===== src/rtl/fetch_pkg.sv =====
// -----------------------------------------------------------------------------
// fetch_pkg
// Shared definitions for the instruction-fetch stage:
//   - default address / instruction widths and memory depth
//   - HALT opcode value and its bit position inside an instruction word
//   - pc_wrap(): reduce an address modulo the (power-of-two) memory depth
// -----------------------------------------------------------------------------
package fetch_pkg;

    localparam int unsigned DEF_ADDR_W    = 16;
    localparam int unsigned DEF_INSTR_W   = 16;
    localparam int unsigned DEF_MEM_DEPTH = 128;

    // Opcode field occupies instruction bits [OPC_MSB:OPC_LSB].
    localparam int unsigned OPC_MSB  = 15;
    localparam int unsigned OPC_LSB  = 12;
    localparam logic [3:0]  OPC_HALT = 4'b1111;

    // Depth is a power of two, so the modulo is a mask of the low bits.
    function automatic logic [31:0] pc_wrap(input logic [31:0] addr,
                                            input int unsigned depth = DEF_MEM_DEPTH);
        return addr & (depth - 32'd1);
    endfunction

endpackage


===== src/rtl/fetch_pc_gen.sv =====
// -----------------------------------------------------------------------------
// fetch_pc_gen
// Combinational next-PC selection for the fetch stage.
// Priority: redirect target > sequential pc+1 > hold. Every new value is
// wrapped modulo MEM_DEPTH. A load of a HALT word keeps the PC where it is.
//
// Ports:
//   i_pc             current program counter
//   i_redirect_valid branch/jump taken this cycle
//   i_redirect_pc    redirect target (wrapped here)
//   i_load           an instruction is captured this cycle
//   i_halt           the word being loaded is a HALT
//   o_next_pc        PC value for the next cycle
// -----------------------------------------------------------------------------
module fetch_pc_gen
    import fetch_pkg::*;
#(
    parameter int unsigned ADDR_W    = DEF_ADDR_W,
    parameter int unsigned MEM_DEPTH = DEF_MEM_DEPTH
) (
    input  logic [ADDR_W-1:0] i_pc,
    input  logic              i_redirect_valid,
    input  logic [ADDR_W-1:0] i_redirect_pc,
    input  logic              i_load,
    input  logic              i_halt,
    output logic [ADDR_W-1:0] o_next_pc
);

    always_comb begin
        // NOTE: default assignment first so every path drives o_next_pc; no latch.
        o_next_pc = i_pc;
        if (i_redirect_valid) begin
            o_next_pc = ADDR_W'(pc_wrap(32'(i_redirect_pc), MEM_DEPTH));
        end else if (i_load && !i_halt) begin
            o_next_pc = ADDR_W'(pc_wrap(32'(i_pc) + 32'd1, MEM_DEPTH));
        end
    end

endmodule


===== src/rtl/fetch_unit.sv =====
// -----------------------------------------------------------------------------
// fetch_unit
// Instruction-fetch stage: owns the PC, drives the asynchronous-read
// instruction memory address, and captures the returned word into an IF/ID
// register handed to the consumer with a valid/ready handshake.
// Supports stall (out_ready low), fetch enable, and redirect with flush.
//
// Optional feature macro: FETCH_HALT_EN
//   defined   : a loaded word with opcode 4'b1111 sets halted and freezes the
//               PC; only redirect or reset clears it.
//   undefined : halted is constant 0; opcode 4'b1111 is an ordinary word.
//
// Ports:
//   clk            rising-edge clock
//   rst            asynchronous, active-high reset
//   fetch_en       permits new fetches
//   imem_addr      memory address (combinational copy of the PC)
//   imem_instr     memory read data, valid in the same cycle as imem_addr
//   redirect_valid branch/jump taken this cycle
//   redirect_pc    redirect target
//   out_valid      out_instr/out_pc hold a fetched instruction
//   out_ready      consumer accepts the instruction this cycle
//   out_instr      fetched instruction
//   out_pc         address out_instr was fetched from
//   halted         fetch stopped by a HALT word
// -----------------------------------------------------------------------------
module fetch_unit
    import fetch_pkg::*;
#(
    parameter int unsigned       ADDR_W    = DEF_ADDR_W,
    parameter int unsigned       INSTR_W   = DEF_INSTR_W,
    parameter int unsigned       MEM_DEPTH = DEF_MEM_DEPTH,
    parameter logic [ADDR_W-1:0] RESET_PC  = '0
) (
    input  logic               clk,
    input  logic               rst,
    input  logic               fetch_en,
    output logic [ADDR_W-1:0]  imem_addr,
    input  logic [INSTR_W-1:0] imem_instr,
    input  logic               redirect_valid,
    input  logic [ADDR_W-1:0]  redirect_pc,
    output logic               out_valid,
    input  logic               out_ready,
    output logic [INSTR_W-1:0] out_instr,
    output logic [ADDR_W-1:0]  out_pc,
    output logic               halted
);

    logic [ADDR_W-1:0]  r_pc;
    logic [ADDR_W-1:0]  w_next_pc;
    logic               r_out_valid;
    logic [INSTR_W-1:0] r_out_instr;
    logic [ADDR_W-1:0]  r_out_pc;
    logic               w_load;
    logic               w_is_halt;
    logic               w_halted;

    assign imem_addr = r_pc;

    // Capture only when the output register is empty or being drained.
    assign w_load = fetch_en & ~w_halted & (~r_out_valid | out_ready);

`ifdef FETCH_HALT_EN
    logic r_halted;

    assign w_is_halt = (imem_instr[OPC_MSB:OPC_LSB] == OPC_HALT);
    assign w_halted  = r_halted;

    always_ff @(posedge clk or posedge rst) begin
        if (rst) begin
            r_halted <= 1'b0;
        end else if (redirect_valid) begin
            r_halted <= 1'b0;
        end else if (w_load && w_is_halt) begin
            r_halted <= 1'b1;
        end
    end
`else
    assign w_is_halt = 1'b0;
    assign w_halted  = 1'b0;
`endif

    fetch_pc_gen #(
        .ADDR_W    (ADDR_W),
        .MEM_DEPTH (MEM_DEPTH)
    ) u_pc_gen (
        .i_pc             (r_pc),
        .i_redirect_valid (redirect_valid),
        .i_redirect_pc    (redirect_pc),
        .i_load           (w_load),
        .i_halt           (w_is_halt),
        .o_next_pc        (w_next_pc)
    );

    // NOTE: sequential state uses <= so every register samples pre-edge values.
    always_ff @(posedge clk or posedge rst) begin
        if (rst) begin
            r_pc        <= RESET_PC;
            r_out_valid <= 1'b0;
            r_out_instr <= '0;
            r_out_pc    <= '0;
        end else begin
            r_pc <= w_next_pc;
            if (redirect_valid) begin
                // Flush wins over any handshake in flight.
                r_out_valid <= 1'b0;
            end else if (w_load) begin
                r_out_valid <= 1'b1;
                r_out_instr <= imem_instr;
                r_out_pc    <= r_pc;
            end else if (r_out_valid && out_ready) begin
                r_out_valid <= 1'b0;
            end
        end
    end

    assign out_valid = r_out_valid;
    assign out_instr = r_out_instr;
    assign out_pc    = r_out_pc;
    assign halted    = w_halted;

endmodule


===== config.mk =====
export PLATFORM = sky130hd
export DESIGN_NAME = fetch_unit
export DESIGN_NICKNAME = d
export VERILOG_FILES = /design/src/rtl/fetch_pkg.sv /design/src/rtl/fetch_pc_gen.sv /design/src/rtl/fetch_unit.sv
export SDC_FILE = /design/constraint.sdc
export NUM_CORES = 1
export LEC_CHECK = 0
export CAP_MARGIN = 20
export CORE_MARGIN = 5
export CORE_UTILIZATION = 25
export CTS_BUF_LIST = sky130_fd_sc_hd__clkbuf_4 sky130_fd_sc_hd__clkbuf_8
export CTS_CLUSTER_SIZE = 30
export DETAILED_ROUTE_END_ITERATION = 12
export PLACE_DENSITY = 0.69
export REMOVE_ABC_BUFFERS = 1
export SLEW_MARGIN = 20
export SYNTH_ARGS = -nofsm -noshare
export SYNTH_HDL_FRONTEND = slang
export SYNTH_SLANG_ARGS = --single-unit
export TNS_END_PERCENT = 30

===== constraint.sdc =====
create_clock -name clk -period 1.74 [get_ports clk]
set_clock_uncertainty 0.1 [all_clocks]
set_input_delay 0.174 -clock clk [delete_from_list [all_inputs] [get_ports clk]]
set_output_delay 0.174 -clock clk [all_outputs]
set_load 0.1 [all_outputs]

==> impl_metrics.tcl <==
set metrics [dict create \
    wire_per_inst_um 12.7 \
    setup_violations 0 \
    cp_cell_sequence "nor2b_4 -> nor3_4 -> buf_12 -> mux2_2" \
    finalMaxSlewViolations 0 \
    clock_path_buffers 2 \
    reg2reg_from "out_valid" \
    clk-insertion-delay-late_ns 0.28 \
    required_ns 1.80 \
    via_count 1114 \
    grt_overflow 0 \
    vias_per_cell 4.20 \
    slowest_delay_ns 0.41 \
    syn_inst 120 \
    crit_slowest_cell "dfrtp_1" \
    cts_buffers 5 \
    reg2reg_depth 4 \
    critPathMaxFanout 23 \
    antenna_found_initial 0 \
    r2r_setup_slack_ns 0.21 \
    postRouteAntennaNets 0 \
    ys_seq_area_share_pct 52.6 \
    routed_wl_um 3360 \
    drt-initial-drc-count 30 \
    grt_usage_pct 9.15 \
    place_ws_ns 0.00138 \
    cts.repair.resized 0 \
    ioPinCount 87 \
    final_cell_mix "32 x buf_12, 31 x dfrtp_1, 27 x clkdlybuf4s50_1, 23 x mux2_2, 19 x conb_1" \
    p_total_mw 3.58 \
    drive_gt1_share_pct 40.5 \
    rr_endpoint "out_instr[14]" \
    cp.arrival_ns 1.59 \
    grt_pass1_vias 1127 \
    p_seq_share_pct 27.2 \
    timing.final.crit_share_pct 87.8 \
    syn_area_sq_mm 0.00148 \
    core_sq_mm 0.00582 \
    worst-path-buf-inv 1 \
    path_delay_family "flip-flops" \
    muxShareOfSynthArea_pct 17.6 \
    avgSynthCellArea_sq_um 12.3 \
    p_leak_nw 1.10 \
    diodes 0 \
    drt_first_pass_iters 4 \
    layout_commonest_cell "buf_12" \
    place_congestion 0.680 \
    p_comb_share_pct 52.4 \
    synthDistinctLibCells 23 \
    drc_errors 0 \
    hold_buffers 0 \
    nets 227 \
    cts_setup_buffers 0 \
    num_rows 28 \
    critPathKind "register to register" \
    synth_compound_area_share_pct 6.62 \
    start_util_pct 25.4 \
    cts.sinks 31 \
    switching_power_mw 1.64 \
    p_clk_share_pct 20.3 \
    fmax_mhz 655 \
    post_synth_and_or_nand_nor_area_fraction_pct 9.67 \
    clockRootBuffer "clkbuf_8" \
    worstHoldPathType "primary input to asynchronous set/reset pin" \
    io_buffer_count 58 \
    rsz0062_at_grt "false" \
    h-tree-depth 2 \
    stdcell_count 265 \
    finalWorstSetupSlack_ns 0.213 \
    dp_cells 257 \
    clk_pin_slew_ns 0.06 \
    worst_setup_path_end_kind "register" \
    hold_viol_final 0 \
    grt_first_pass_wirelength_um 5380 \
    ys_seq_elements 31 \
    period_needed_ns 1.53 \
    p_int_mw 1.94 \
    yosys_warnings 0 \
    power.density_mw_per_mm2 1400 \
    cts_tree "yes" \
    status "finished clean" \
    fp.dieW_um 86.8 \
    synthAdderAreaFrac_pct 0.848 \
    vdd_drop_max_v 0.000592 \
    hpwl_um 2590 \
    grt_max_degree 32 \
    synthXorXnorAreaFrac_pct 0 \
    startpoint_type "register" \
    die_y_um 86.8 \
    area_growth_pct 73.0 \
    fillers 540 \
    die_area_sq_mm 0.00754 \
    maxCapViolations 0 \
    power_switching_share_pct 45.7 \
    synth_top_family_by_area "multiplexers" \
]
-- state kept, by name, summed over array words and instances, names as in the netlist --
signal	flops
out_instr	16
imem_addr	7
out_pc	7
out_valid	1
-- stage by stage --
step | hold WS, ns | area, sq um | TNS [ns] | utilization, %
4_1_cts | 0.199 | 2550 | 0 | 43.9
2_1_floorplan | 0.137 | 1370 | -13.41 | -
6_report | 0.189 | 2550 | 0 | 43.9
5_1_grt | 0.228 | 2550 | 0 | 43.9
3_5_place_dp | 0.462 | 2430 | 0 | 41.9
3_3_place_gp | 0.456 | 2430 | 0 | 41.9
-- cell type report --
class	instances	area, sq um	share of cell area (%)
Clock buffer	6	82.6	3.24
Tap cell	75	93.8	3.68
Inverter	3	11.3	0.441
Sequential cell	31	776	30.4
Multi-Input combinational cell	81	583	22.8
Timing Repair Buffer	67	971	38.0
Clock inverter	2	35.0	1.37
-- cell families (layout without fill, tap and decap cells) --
| family | after synthesis | after routing |
|---|---|---|
| muxes | 23 | 23 |
| buffers and inverters | 26 | 78 |
| adders and majority gates | 1 | 1 |
| other | 1 | 19 |
| and+or+nand+nor | 23 | 23 |
| AOI/OAI and AO/OA | 15 | 15 |
| DFF | 31 | 31 |
-- cell usage after synthesis, drive strengths merged --
cell type / count / area share [%]
buf: 22 / 11
nand2: 4 / 1.0
or4: 3 / 1.5
nor2: 6 / 1.5
o21ai: 3 / 1.0
dfrtp: 31 / 53
or2: 1 / 0.42
or3: 2 / 1.0
o31ai: 3 / 1.5
or2b: 1 / 0.59
clkbuf: 1 / 0.25
inv: 3 / 0.76
a21oi: 1 / 0.34
nand3: 2 / 0.68
nor3: 1 / 1.1
nand4: 2 / 0.85
nor2b: 1 / 0.93
ha: 1 / 0.85
o311ai: 2 / 1.2
mux2: 23 / 18
conb: 1 / 0.25
a31oi: 6 / 2.5
-- per-layer routing --
layer,up-vias,GRT usage (%),share of wire [%]
met4,0,2.97,1.3
met3,6,3.90,9.4
met2,45,15.7,51
met5,-,0,0
met1,535,10.2,38
li1,528,-,-
-- power groups by stage --
stage               combinational, mW  sequential (mW)  clock, mW
finish                           1.88            0.974      0.726
global route                     1.92            0.993      0.793
CTS                              1.89            0.977      0.767
detailed placement               1.89            0.990          0
global placement                 1.88            0.984          0
floorplan                       0.345             1.80          0
-- worst register-to-register path, cell delays in order, from the launching register on --
cell	delay, ns
dfrtp_1	0.41
nor2b_4	0.18
nor3_4	0.15
buf_12	0.21
mux2_2	0.36
-- worst max path at each step --
stage,startpoint,end,cells past startpoint
after floorplan,out_valid,out_pc[0],3
after global placement,out_ready,out_instr[0],5
after detailed placement,out_ready,out_instr[14],5
after CTS,out_valid,out_instr[14],4
after global routing,out_valid,out_instr[15],4
final,out_valid,out_instr[14],4
Note: power is estimated with default switching activity, not from simulation.
